**config.mk**
```make
export PLATFORM = sky130hd
export DESIGN_NAME = ttc_count_rst_multi
export DESIGN_NICKNAME = d
export VERILOG_FILES = /design/src/rtl/ttc_count_rst_multi.sv
export SDC_FILE = /design/constraint.sdc
export NUM_CORES = 1
export LEC_CHECK = 0
export ABC_CLOCK_PERIOD_IN_PS = 8900
export BUFFER_PORTS_ARGS = -buffer_cell sky130_fd_sc_hd__buf_2
export CAP_MARGIN = 20
export CORE_MARGIN = 2
export CORE_UTILIZATION = 55
export CTS_BUF_LIST = sky130_fd_sc_hd__clkbuf_16
export DETAILED_ROUTE_END_ITERATION = 6
export MAX_ROUTING_LAYER = met4
export PLACE_DENSITY = 0.75
export SKIP_LAST_GASP = 1
export SLEW_MARGIN = 20
export SYNTH_ARGS = -nofsm -noshare
export SYNTH_HDL_FRONTEND = slang
export SYNTH_HIERARCHICAL = 1
export SYNTH_SLANG_ARGS = --single-unit
```
**constraint.sdc**
```tcl
create_clock -name pclk -period 8.9 [get_ports pclk]
set_clock_uncertainty 0.1 [all_clocks]
set_input_delay 1.335 -clock pclk [delete_from_list [all_inputs] [get_ports pclk]]
set_output_delay 1.335 -clock pclk [all_outputs]
set_load 0.1 [all_outputs]
```
**src/rtl/ttc_count_rst_multi.sv**
```systemverilog
// Multi-channel timer clock-control block: per-channel control register,
// prescaler counter and registered count enable with edge-detected restart.

module ttc_count_rst_ch #(
    parameter int CTRL_W = 7,
    parameter int PS_W   = 16
) (
    input  logic              pclk,
    input  logic              n_p_reset,
    input  logic [CTRL_W-1:0] pwdata,
    input  logic              sel,
    input  logic              restart,
    output logic              count_en,
    output logic [CTRL_W-1:0] clk_ctrl_reg,
    output logic [PS_W-1:0]   ps_cnt
);
    logic            restart_var;
    logic            restart_edge;
    logic [PS_W-1:0] term_cnt;
    int              exp_n;

    assign restart_edge = restart & ~restart_var;

    // Terminal count D-1 is a mask of min(P+1, PS_W) ones.
    always_comb begin
        exp_n    = int'({28'd0, clk_ctrl_reg[4:1]}) + 1;
        term_cnt = '0;
        for (int b = 0; b < PS_W; b++) begin
            if (b < exp_n) term_cnt[b] = 1'b1;
        end
    end

    always_ff @(posedge pclk or negedge n_p_reset) begin
        if (!n_p_reset) begin
            clk_ctrl_reg <= '0;
            restart_var  <= 1'b0;
            ps_cnt       <= '0;
            count_en     <= 1'b0;
        end else begin
            // Tracks the restart level, so a held restart yields one edge.
            restart_var <= restart;
            if (sel) clk_ctrl_reg <= pwdata;

            if (restart_edge || sel) begin
                ps_cnt   <= '0;
                count_en <= 1'b0;
            end else if (!clk_ctrl_reg[0]) begin
                ps_cnt   <= '0;
                count_en <= 1'b1;
            end else if (ps_cnt == term_cnt) begin
                ps_cnt   <= '0;
                count_en <= 1'b1;
            end else begin
                ps_cnt   <= ps_cnt + 1'b1;
                count_en <= 1'b0;
            end
        end
    end
endmodule

module ttc_count_rst_multi #(
    parameter int NUM_CH = 3,
    parameter int CTRL_W = 7,
    parameter int PS_W   = 16
) (
    input  logic                     n_p_reset,
    input  logic                     pclk,
    input  logic [CTRL_W-1:0]        pwdata,
    input  logic [NUM_CH-1:0]        clk_ctrl_reg_sel,
    input  logic [NUM_CH-1:0]        restart,
    output logic [NUM_CH-1:0]        count_en_out,
    output logic [NUM_CH*CTRL_W-1:0] clk_ctrl_reg_out,
    output logic [NUM_CH*PS_W-1:0]   ps_cnt_out
);
    for (genvar i = 0; i < NUM_CH; i++) begin : g_ch
        ttc_count_rst_ch #(
            .CTRL_W (CTRL_W),
            .PS_W   (PS_W)
        ) u_ch (
            .pclk         (pclk),
            .n_p_reset    (n_p_reset),
            .pwdata       (pwdata),
            .sel          (clk_ctrl_reg_sel[i]),
            .restart      (restart[i]),
            .count_en     (count_en_out[i]),
            .clk_ctrl_reg (clk_ctrl_reg_out[i*CTRL_W +: CTRL_W]),
            .ps_cnt       (ps_cnt_out[i*PS_W +: PS_W])
        );
    end
endmodule
```
==> impl_metrics.csv, run 1 <==
group,metric,value,unit
timing,final_hold_viol_count,0,
timing,period_minus_slack,3.517,ns
pwr,internal-power,0.0006812,W
global_route,grt_overflow,0,
pwr,fin_total_pwr,0.001044,W
logic_synthesis,synthArstFlopShare,1.000,
die,core,9153,µm²
logic_synthesis,ys_seq_area_frac,0.3660,
logic_synthesis,synthTopCellsByCount,"75 x dfrtp_1, 66 x nor2_1, 45 x xor2_1",
place,hpwlAfterDp,8487,µm
clocking,cts_tree,"done",
critical_path,slowest_stage,"ha_1",
clocking,holdBufCountCts,0,
global_route,grt_max_degree,76,
clocking,htreeDepth,3,
clocking,insertion_delay,0.33,ns
die,die_h,100.6,µm
timing,slew_headroom,0.3656,
clocking,clock-sinks,75,
logic_synthesis,yosysTopAreaCellShare,0.3660,
pwr,power.leakage,2.639,nW
logic_synthesis,syn_inst,555,
pwr,p_clk_frac,0.363,
logic_synthesis,yosys.cell_types.count,48,
critical_path,critPathMaxStageDelay,0.62,ns
routing,drcViolationCount,0,
die,dieArea,10110,µm²
job,max_cap_violations,0,
pwr,pwr-share-seq,0.369,
pwr,switching_power,0.0003628,W
routing,initialDrtViolationCount,276,
pwr,switching_share,0.3475,
layout,layout-drive-gt1-share,0.2167,
die,initial_core_util,0.5602,
global_route,antenna_found_initial,0,
hold_path,hold_path_end,"g_ch[2].u_ch/clk_ctrl_reg[5]",
logic_synthesis,synth.most_common_cell,"dfrtp_1",
logic_synthesis,netlist_area,5127,µm²
critical_path,worstPathArrival,3.63,ns
layout,area_delta_synth_final,13.47,%
critical_path,path_class,"reg -> reg",
critical_path,cp-start-kind,"flip-flop",
hold_path,hold_class,"reg -> reg",
critical_path,reg2reg_slack,5.38,ns
critical_path,path_max_fanout,19,
routing,wl_per_cell,16.61,µm
global_route,grt_pass1_vias,3959,
hold_path,whs_path_depth,1,
routing,dr.pass1.iters,5,
routing,ant_nets,0,
global_route,track_usage,0.2548,
logic_synthesis,yosys-top-cells-area,"dfrtp_1 37%, xor2_1 7.7%, nor2_1 4.8%, mux2_2 4.6%, xnor2_1 4.6%",
timing,setup-tns-final,0,ns
layout,largest_register_ffs,48,
logic_synthesis,yosysWarnings,6,
global_route,grt_first_pass_wirelength,19930,µm
critical_path,rr_worst_depth,8,
die,pin_count,87,
routing,drt-total-wl,12190,µm
critical_path,r2r_start,"g_ch[0].u_ch/clk_ctrl_reg[1]",
timing,rsz0062_at_grt,"no",
place,place_inst,719,
timing,slew_violations,0,
timing,setup_viol,0,
layout,fill_cells,755,
die,rows,35,
layout,diodes,0,
clocking,cts_root_buf,"clkbuf_16",
clocking,clk_pin_slew,0.06,ns
critical_path,required,9.01,ns
pwr,ir_worst_vdd,0.0001108,V
clocking,clockBufferDepth,2,
timing,tightest_slew,0.9515,ns
pwr,p_comb_frac,0.268,
place,gp_congestion,0.9448,
clocking,postCtsSetupRepairBufs,0,
layout,utilization,0.6357,
logic_synthesis,avgSynthCellArea,9.239,µm²
place,io_buffers,86,
pwr,powerDensity,179.4,nW/µm²
logic_synthesis,synth_flop_cell,"dfrtp_1",
critical_path,reg2reg_to,"g_ch[0].u_ch/ps_cnt[13]",
routing,vias_per_cell,6.041,
critical_path,cp-end-kind,"flip-flop",
clocking,cts_made_buffers,9,
hold_path,hp-start,"g_ch[2].u_ch/clk_ctrl_reg[5]",
run_status,status,"finished clean",
timing,period_share,0.3952,
critical_path,critical_path.cell_chain,"ha_1 > and2_1 > a21boi_4 > or4_1 > a221o_1 > a2111oi_2 > a31o_4 > nor2_1",
routing,vias,4434,
logic_synthesis,synth_edf_count,0,
logic_synthesis,synth_area_leader_cell,"dfrtp_1",
logic_synthesis,synth_fp_nets,576,
logic_synthesis,ys_seq_elements,75,
timing,fmax,284.3,MHz
clocking,cts_resized,0,
layout,final_nets,640,
layout,final_cells,734,
die,die_x,100.6,µm
## cell families after synthesis
kind of cell / after synthesis / share of synthesized area
and+or+nand+nor: 234 / 0.2438
adders and majority gates: 6 / 0.01464
AOI/OAI and AO/OA: 102 / 0.1574
DFF: 75 / 0.3660
buffers and inverters: 42 / 0.04319
xor gates and xnor gates: 72 / 0.1230
muxes: 24 / 0.05198
## critical path, delay by kind of cell, from the launching register on
kind                     cells  cell delay, ns
AND/OR/NAND/NOR              3            0.88
flip-flops                   1            0.58
adder cells (fa/ha/maj)      1            0.62
AO/OA/AOI/OAI                4            1.21
## routing by layer
| layer | GRT usage | part of all wire |
|---|---|---|
| met5 | - | 0 |
| met4 | 0.09800 | 0.022 |
| met3 | 0.03259 | 0.054 |
| met2 | 0.3691 | 0.46 |
| met1 | 0.3649 | 0.47 |
## area by class of cell
type | instances | area [µm²] | share of cell area
Multi-Input combinational cell | 438 | 3029 | 0.5206
Sequential cell | 75 | 1877 | 0.3226
Timing Repair Buffer | 86 | 432.9 | 0.07441
Clock buffer | 9 | 225.2 | 0.03871
Tap cell | 111 | 138.9 | 0.02387
Clock inverter | 6 | 81.33 | 0.01398
Inverter | 9 | 33.78 | 0.005806
## metrics by stage
stage	hold slack, ns	instance area [µm²]	worst slack [ns]
floorplan	0.4962	5127	5.498
global placement	0.3854	5512	5.514
detailed placement	0.3916	5512	5.424
CTS	0.4047	5818	5.401
global route	0.4135	5818	5.187
finish	0.3994	5818	5.383
## how the worst max path moves through the flow
stage | startpoint | endpoint | slack (ns) | cells after the start
6_report | g_ch[0].u_ch/clk_ctrl_reg[1] | g_ch[0].u_ch/ps_cnt[13] | 5.38 | 8
5_1_grt | g_ch[0].u_ch/clk_ctrl_reg[1] | g_ch[0].u_ch/ps_cnt[14] | 5.19 | 8
4_1_cts | g_ch[0].u_ch/clk_ctrl_reg[1] | g_ch[0].u_ch/ps_cnt[13] | 5.40 | 8
3_5_place_dp | g_ch[0].u_ch/clk_ctrl_reg[1] | g_ch[0].u_ch/ps_cnt[13] | 5.42 | 8
3_3_place_gp | g_ch[0].u_ch/clk_ctrl_reg[1] | g_ch[0].u_ch/ps_cnt[13] | 5.51 | 8
2_1_floorplan | g_ch[0].u_ch/clk_ctrl_reg[1] | g_ch[0].u_ch/ps_cnt[0] | 5.50 | 10
## cell usage in the layout (no fill, tap or decap), types with 6 or more instances in the layout
cell type | netlist | layout
nand4_1 | 9 | 9
o211ai_1 | 9 | 9
nor4_1 | 9 | 9
nor2b_1 | 9 | 9
nor2_1 | 66 | 66
inv_1 | 9 | 9
o211a_1 | 6 | 6
a21boi_0 | 12 | 12
o31ai_1 | 6 | 6
a21oi_1 | 18 | 18
mux2_2 | 21 | 21
nand4b_1 | 6 | 6
clkbuf_16 | 0 | 9
a211o_1 | 6 | 6
and2_1 | 6 | 6
nand2b_1 | 12 | 12
nand3_1 | 30 | 30
and4_1 | 6 | 6
o22ai_1 | 6 | 6
o21ai_0 | 12 | 12
buf_2 | 6 | 85
ha_1 | 6 | 6
nand2_1 | 36 | 36
xnor2_1 | 27 | 27
xor2_1 | 45 | 45
nor3b_1 | 6 | 6
and3_1 | 15 | 15
dfrtp_1 | 75 | 75
## power by group through the flow
stage	registers, W	clock network, W	logic [W]
2_1_floorplan	0.000459	0	0.000160
3_3_place_gp	0.000389	0	0.000273
3_5_place_dp	0.000390	0	0.000277
4_1_cts	0.000384	0.000386	0.000279
5_1_grt	0.000389	0.000402	0.000300
6_report	0.000385	0.000379	0.000280
(Power assumes the default switching activity.)
==> inputs of run 2 (changes only) <==
Settings changed: ABC_CLOCK_PERIOD_IN_PS 8900 to 2900, CORE_UTILIZATION 55 to 52.
Clock period 8.9 ns to 2.9 ns, I/O delays scaled along.
==> run 2 against run 1 <==
  * Global-route usage decreased by 0.39 points
  * Combinational power increased to 3.5 times the previous value
  * Via count increased by 1.5%
  * Setup slack got worse by 5.3 ns
  * Total power increased to 3.1 times the previous value
  * Critical endpoint is now g_ch[0].u_ch/ps_cnt[14]
  * Largest cell class unchanged
==> impl_metrics.csv, run 2 (same netlist as run 1, synthesis figures left out) <==
group,metric,value,unit
critical_path,cp-end-kind,"flip-flop",
layout,seq_area,1903,µm²
layout,layout-drive-gt1-share,0.2671,
pwr,ir_worst_vdd,0.0003945,V
timing,fmax,350.9,MHz
place,io_buffers,86,
routing,vias_per_cell,5.792,
global_route,grt_first_pass_wirelength,20240,µm
routing,ant_nets,0,
layout,largest_register_ffs,48,
critical_path,required,3.01,ns
clocking,cts_tree,"done",
clocking,cts_made_buffers,9,
global_route,track_usage,0.2508,
global_route,grt_pass1_vias,3965,
pwr,powerDensity,522.6,nW/µm²
routing,drcViolationCount,0,
hold_path,hold_class,"in -> reg",
routing,initialDrtViolationCount,405,
clocking,clock-sinks,75,
timing,final_hold_viol_count,0,
clocking,clk_pin_slew,0.06,ns
layout,area_delta_synth_final,19.13,%
timing,period_minus_slack,2.850,ns
global_route,antenna_found_initial,0,
global_route,grt_overflow,0,
clocking,htreeDepth,3,
routing,dr.pass1.iters,5,
global_route,grt_max_degree,36,
critical_path,worstPathArrival,2.96,ns
layout,multi_input_area,3134,µm²
die,initial_core_util,0.5295,
timing,period_share,0.9827,
critical_path,cp-start-kind,"flip-flop",
die,pin_count,87,
routing,wl_per_cell,16.91,µm
die,rows,36,
timing,slew_violations,0,
clocking,clockBufferDepth,2,
layout,diodes,0,
layout,fill_cells,811,
place,gp_congestion,0.9744,
job,max_cap_violations,0,
clocking,cts_root_buf,"clkbuf_16",
routing,vias,4500,
timing,rsz0062_at_grt,"yes",
layout,layout_common_cells,"85 x buf_2, 66 x dfrtp_1, 64 x nor2_1",
critical_path,path_max_fanout,9,
routing,drt-total-wl,13140,µm
timing,setup_viol,0,
pwr,fin_total_pwr,0.003192,W
timing,setup-tns-final,0,ns
die,die_x,103.3,µm
critical_path,path_class,"reg -> reg",
run_status,status,"finished clean",
die,core,9684,µm²
layout,final_common_cell,"buf_2",
die,die_h,103.3,µm
timing,tightest_slew,0.5208,ns
layout,final_nets,661,
clocking,insertion_delay,0.33,ns
place,hpwlAfterDp,9505,µm
pwr,power.leakage,2.726,nW
die,dieArea,10670,µm²
timing,slew_headroom,0.6552,
run 2: cell types whose count changed in the layout (fill, tap and decap cells not counted), sizes merged:
cell         delta
buf            +19
a31o            +1
bufinv          -1
clkinv          -1
clkinvlp        +1
dlygate4sd3     +1
inv             +1
run 2: stage by stage:
stage                     utilization  instance area [µm²]  cells  hold slack [ns]  worst slack (ns)
after floorplan                     -                 5248    555          0.03941           -0.1089
after global placement         0.5972                 5783    760           0.3181            0.1575
after detailed placement       0.5972                 5783    760           0.3214            0.1030
after CTS                      0.6276                 6078    776           0.1204           0.08050
after global routing           0.6307                 6108    777           0.1230          -0.04100
final                          0.6307                 6108    777           0.1319           0.05006
run 2: layer usage:
metal	vias to the layer above	wire length (µm)	GRT usage	part of all wire
met5	-	0	-	0
met4	0	251	0.09008	0.019
met3	22	633	0.03159	0.048
met2	147	6146	0.3711	0.47
met1	2165	6108	0.3557	0.46
li1	2166	-	-	-
run 2: final cells by class:
cell class | instances | area share
Clock buffer | 9 | 0.03687
Sequential cell | 75 | 0.3116
Tap cell | 133 | 0.02724
Timing Repair Buffer | 106 | 0.09586
Multi-Input combinational cell | 439 | 0.5131
Clock inverter | 6 | 0.009832
Inverter | 9 | 0.005531
run 2: path summary, 6_finish.rpt:
kind,cells past startpoint,start,to,slack [ns]
setup reg to reg,8,g_ch[0].u_ch/clk_ctrl_reg[1],g_ch[0].u_ch/ps_cnt[14],0.05
hold reg to reg,1,g_ch[1].u_ch/clk_ctrl_reg[6],g_ch[1].u_ch/clk_ctrl_reg[6],0.41
min in group asynchronous,2,n_p_reset,g_ch[1].u_ch/ps_cnt[4],0.51
hold / removal,1,restart[1],g_ch[1].u_ch/restart_var,0.13
setup / recovery,8,g_ch[0].u_ch/clk_ctrl_reg[1],g_ch[0].u_ch/ps_cnt[14],0.05
max in group asynchronous,3,n_p_reset,g_ch[2].u_ch/clk_ctrl_reg[3],1.47
run 2: timing repair:
| item | in CTS | in global routing |
|---|---|---|
| setup buffers | 0 | 0 |
| setup endpoints to repair | 0 | 42 |
| hold endpoints to repair | 33 | 0 |
| resized for setup | 0 | 5 |
| hold buffers | 1 | 0 |
run 2: critical path, stage by stage (launching register included):
cell,delay [ns]
dfrtp_4,0.49
ha_4,0.20
or2_4,0.26
a21boi_4,0.15
or4_1,0.47
a221o_1,0.38
a2111oi_4,0.34
a31o_4,0.28
nor2_1,0.07
run 2: report_power, final:
part | leakage (nW) | internal [W] | total, W | switching [W]
Combinational | 1.60 | 0.000318 | 0.000989 | 0.000671
Clock | 0.142 | 0.000656 | 0.00106 | 0.000407
Sequential | 0.980 | 0.00109 | 0.00114 | 0.0000484
==> inputs of run 3 (changes only) <==
Settings changed: MAX_ROUTING_LAYER met4 to unset.
==> run 3 against run 2 <==
  * First-iteration DRC count decreased by 6.7%
  * Via count up 1.9%
  * Cell count is 0.13% higher
  * Critical endpoint is now g_ch[0].u_ch/ps_cnt[8]
  * Largest cell class unchanged
==> impl_metrics.csv, run 3 (same netlist as run 1, synthesis figures left out) <==
group,metric,value,unit
run_status,status,"finished clean",
place,dpl_cell_area,5783,µm²
critical_path,crit_end,"g_ch[0].u_ch/ps_cnt[8]",
die,initial_core_util,0.5295,
routing,wl_per_cell,17.11,µm
job,max_cap_violations,0,
clocking,clock-sinks,75,
pwr,switching_share,0.3678,
timing,period_share,0.9884,
die,dieArea,10670,µm²
critical_path,path_class,"reg -> reg",
routing,drcViolationCount,0,
clocking,cts_root_buf,"clkbuf_16",
die,die_x,103.3,µm
critical_path,critPathMaxStageDelay,0.49,ns
layout,layout-drive-gt1-share,0.2682,
place,hpwlAfterDp,9741,µm
critical_path,critical_path.top_delay_family,"compound AO/OA/AOI/OAI gates",
global_route,grt_first_pass_wirelength,20960,µm
place,io_buffers,86,
pwr,p_clk_frac,0.320,
hold_path,hold_class,"in -> reg",
routing,vias,4585,
critical_path,worst-path-buf-inv,0,
global_route,grt_pass1_vias,4157,
clocking,cts_made_buffers,9,
global_route,grt_max_degree,38,
place,place_ws,0.08721,ns
pwr,power.leakage,2.709,nW
layout,layout_common_cells,"85 x buf_2, 66 x dfrtp_1, 64 x nor2_1",
timing,rsz0062_at_grt,"yes",
pwr,switching_power,0.001155,W
place,place_inst,760,
pwr,pwr-share-seq,0.364,
timing,fmax,348.9,MHz
pwr,powerDensity,515.6,nW/µm²
pwr,internal-power,0.001985,W
routing,initialDrtViolationCount,378,
critical_path,path_depth,8,
critical_path,r2r_start,"g_ch[0].u_ch/clk_ctrl_reg[2]",
layout,final_cells,778,
critical_path,reg2reg_slack,0.03,ns
die,rows,36,
layout,largest_register_ffs,48,
timing,slew_violations,0,
global_route,track_usage,0.2528,
pwr,ir_worst_vdd,0.0002556,V
timing,final_hold_viol_count,0,
die,die_h,103.3,µm
layout,final_common_cell,"buf_2",
layout,final_nets,661,
critical_path,worstPathArrival,2.98,ns
place,gp_congestion,0.9537,
clocking,clockBufferDepth,2,
routing,drt-total-wl,13310,µm
layout,final_cell_area,6091,µm²
clocking,insertion_delay,0.33,ns
die,pin_count,87,
layout,area_delta_synth_final,18.79,%
die,core,9684,µm²
clocking,postCtsSetupRepairBufs,0,
critical_path,critical_path.cell_chain,"ha_4 > or2_4 > a21boi_4 > or4_1 > a221o_1 > a2111oi_4 > a31o_2 > nor2_1",
global_route,antenna_found_initial,0,
timing,slew_headroom,0.6521,
timing,whs,0.1300,ns
critical_path,path_max_fanout,9,
critical_path,startpoint,"g_ch[0].u_ch/clk_ctrl_reg[2]",
critical_path,required,3.02,ns
critical_path,rr_worst_depth,8,
clocking,cts_tree,"done",
critical_path,cp-start-kind,"flip-flop",
timing,period_minus_slack,2.866,ns
routing,vias_per_cell,5.893,
critical_path,reg2reg_to,"g_ch[0].u_ch/ps_cnt[8]",
timing,setup-tns-final,0,ns
pwr,p_comb_frac,0.316,
critical_path,cp-end-kind,"flip-flop",
clocking,htreeDepth,3,
routing,ant_nets,0,
timing,finalWorstSetupSlack,0.03353,ns
critical_path,slowest_stage,"dfrtp_4",
timing,tightest_slew,0.5171,ns
layout,diodes,0,
timing,setup_viol,0,
clocking,clk_pin_slew,0.06,ns
routing,dr.pass1.iters,5,
global_route,grt_overflow,0,
[run 3: power by group through the flow]
stage	Combinational [W]	Sequential, W	Clock [W]
6_report	0.000991	0.00114	0.00100
5_1_grt	0.00106	0.00115	0.00106
4_1_cts	0.000976	0.00114	0.00103
3_5_place_dp	0.000971	0.00116	0
3_3_place_gp	0.000954	0.00116	0
2_1_floorplan	0.000512	0.00142	0
[run 3: through the flow]
stage               power, W    util
floorplan           0.001932       -
global placement    0.002113  0.5972
detailed placement  0.002134  0.5972
CTS                 0.003147  0.6260
global route        0.003279  0.6289
finish              0.003140  0.6289
[run 3: worst min-delay path by stage]
stage / depth (start not counted) / to / start / slack [ns]
5_1_grt: 1 / g_ch[0].u_ch/restart_var / restart[0] / 0.13
3_3_place_gp: 1 / g_ch[1].u_ch/ps_cnt[3] / n_p_reset / 0.33
4_1_cts: 1 / g_ch[1].u_ch/restart_var / restart[1] / 0.12
2_1_floorplan: 0 / g_ch[0].u_ch/clk_ctrl_reg[0] / n_p_reset / 0.04
3_5_place_dp: 1 / g_ch[1].u_ch/ps_cnt[3] / n_p_reset / 0.33
6_report: 1 / g_ch[1].u_ch/restart_var / restart[1] / 0.13
[run 3: area by class of cell]
class	count	area, µm²
inverter	9	33.78
fill	820	3593
clock inverter	7	43.79
clock buffer	9	225.2
tap	133	166.4
multi-input combinational	439	3129
sequential	75	1903
timing repair buffer	106	589.3
[run 3: timing repair]
item / 4_1_cts / 5_1_grt
setup endpoints to repair: 0 / 33
hold buffers: 1 / 0
resized for setup: 0 / 8
hold endpoints to repair: 35 / 0
[run 3: routing by layer]
metal / vias to the layer above / part of all wire / GRT usage
met5: - / 0 / 0
met2: 156 / 0.49 / 0.4166
li1: 2157 / - / -
met4: 0 / 0.013 / 0.08198
met3: 19 / 0.058 / 0.04234
met1: 2253 / 0.44 / 0.3415
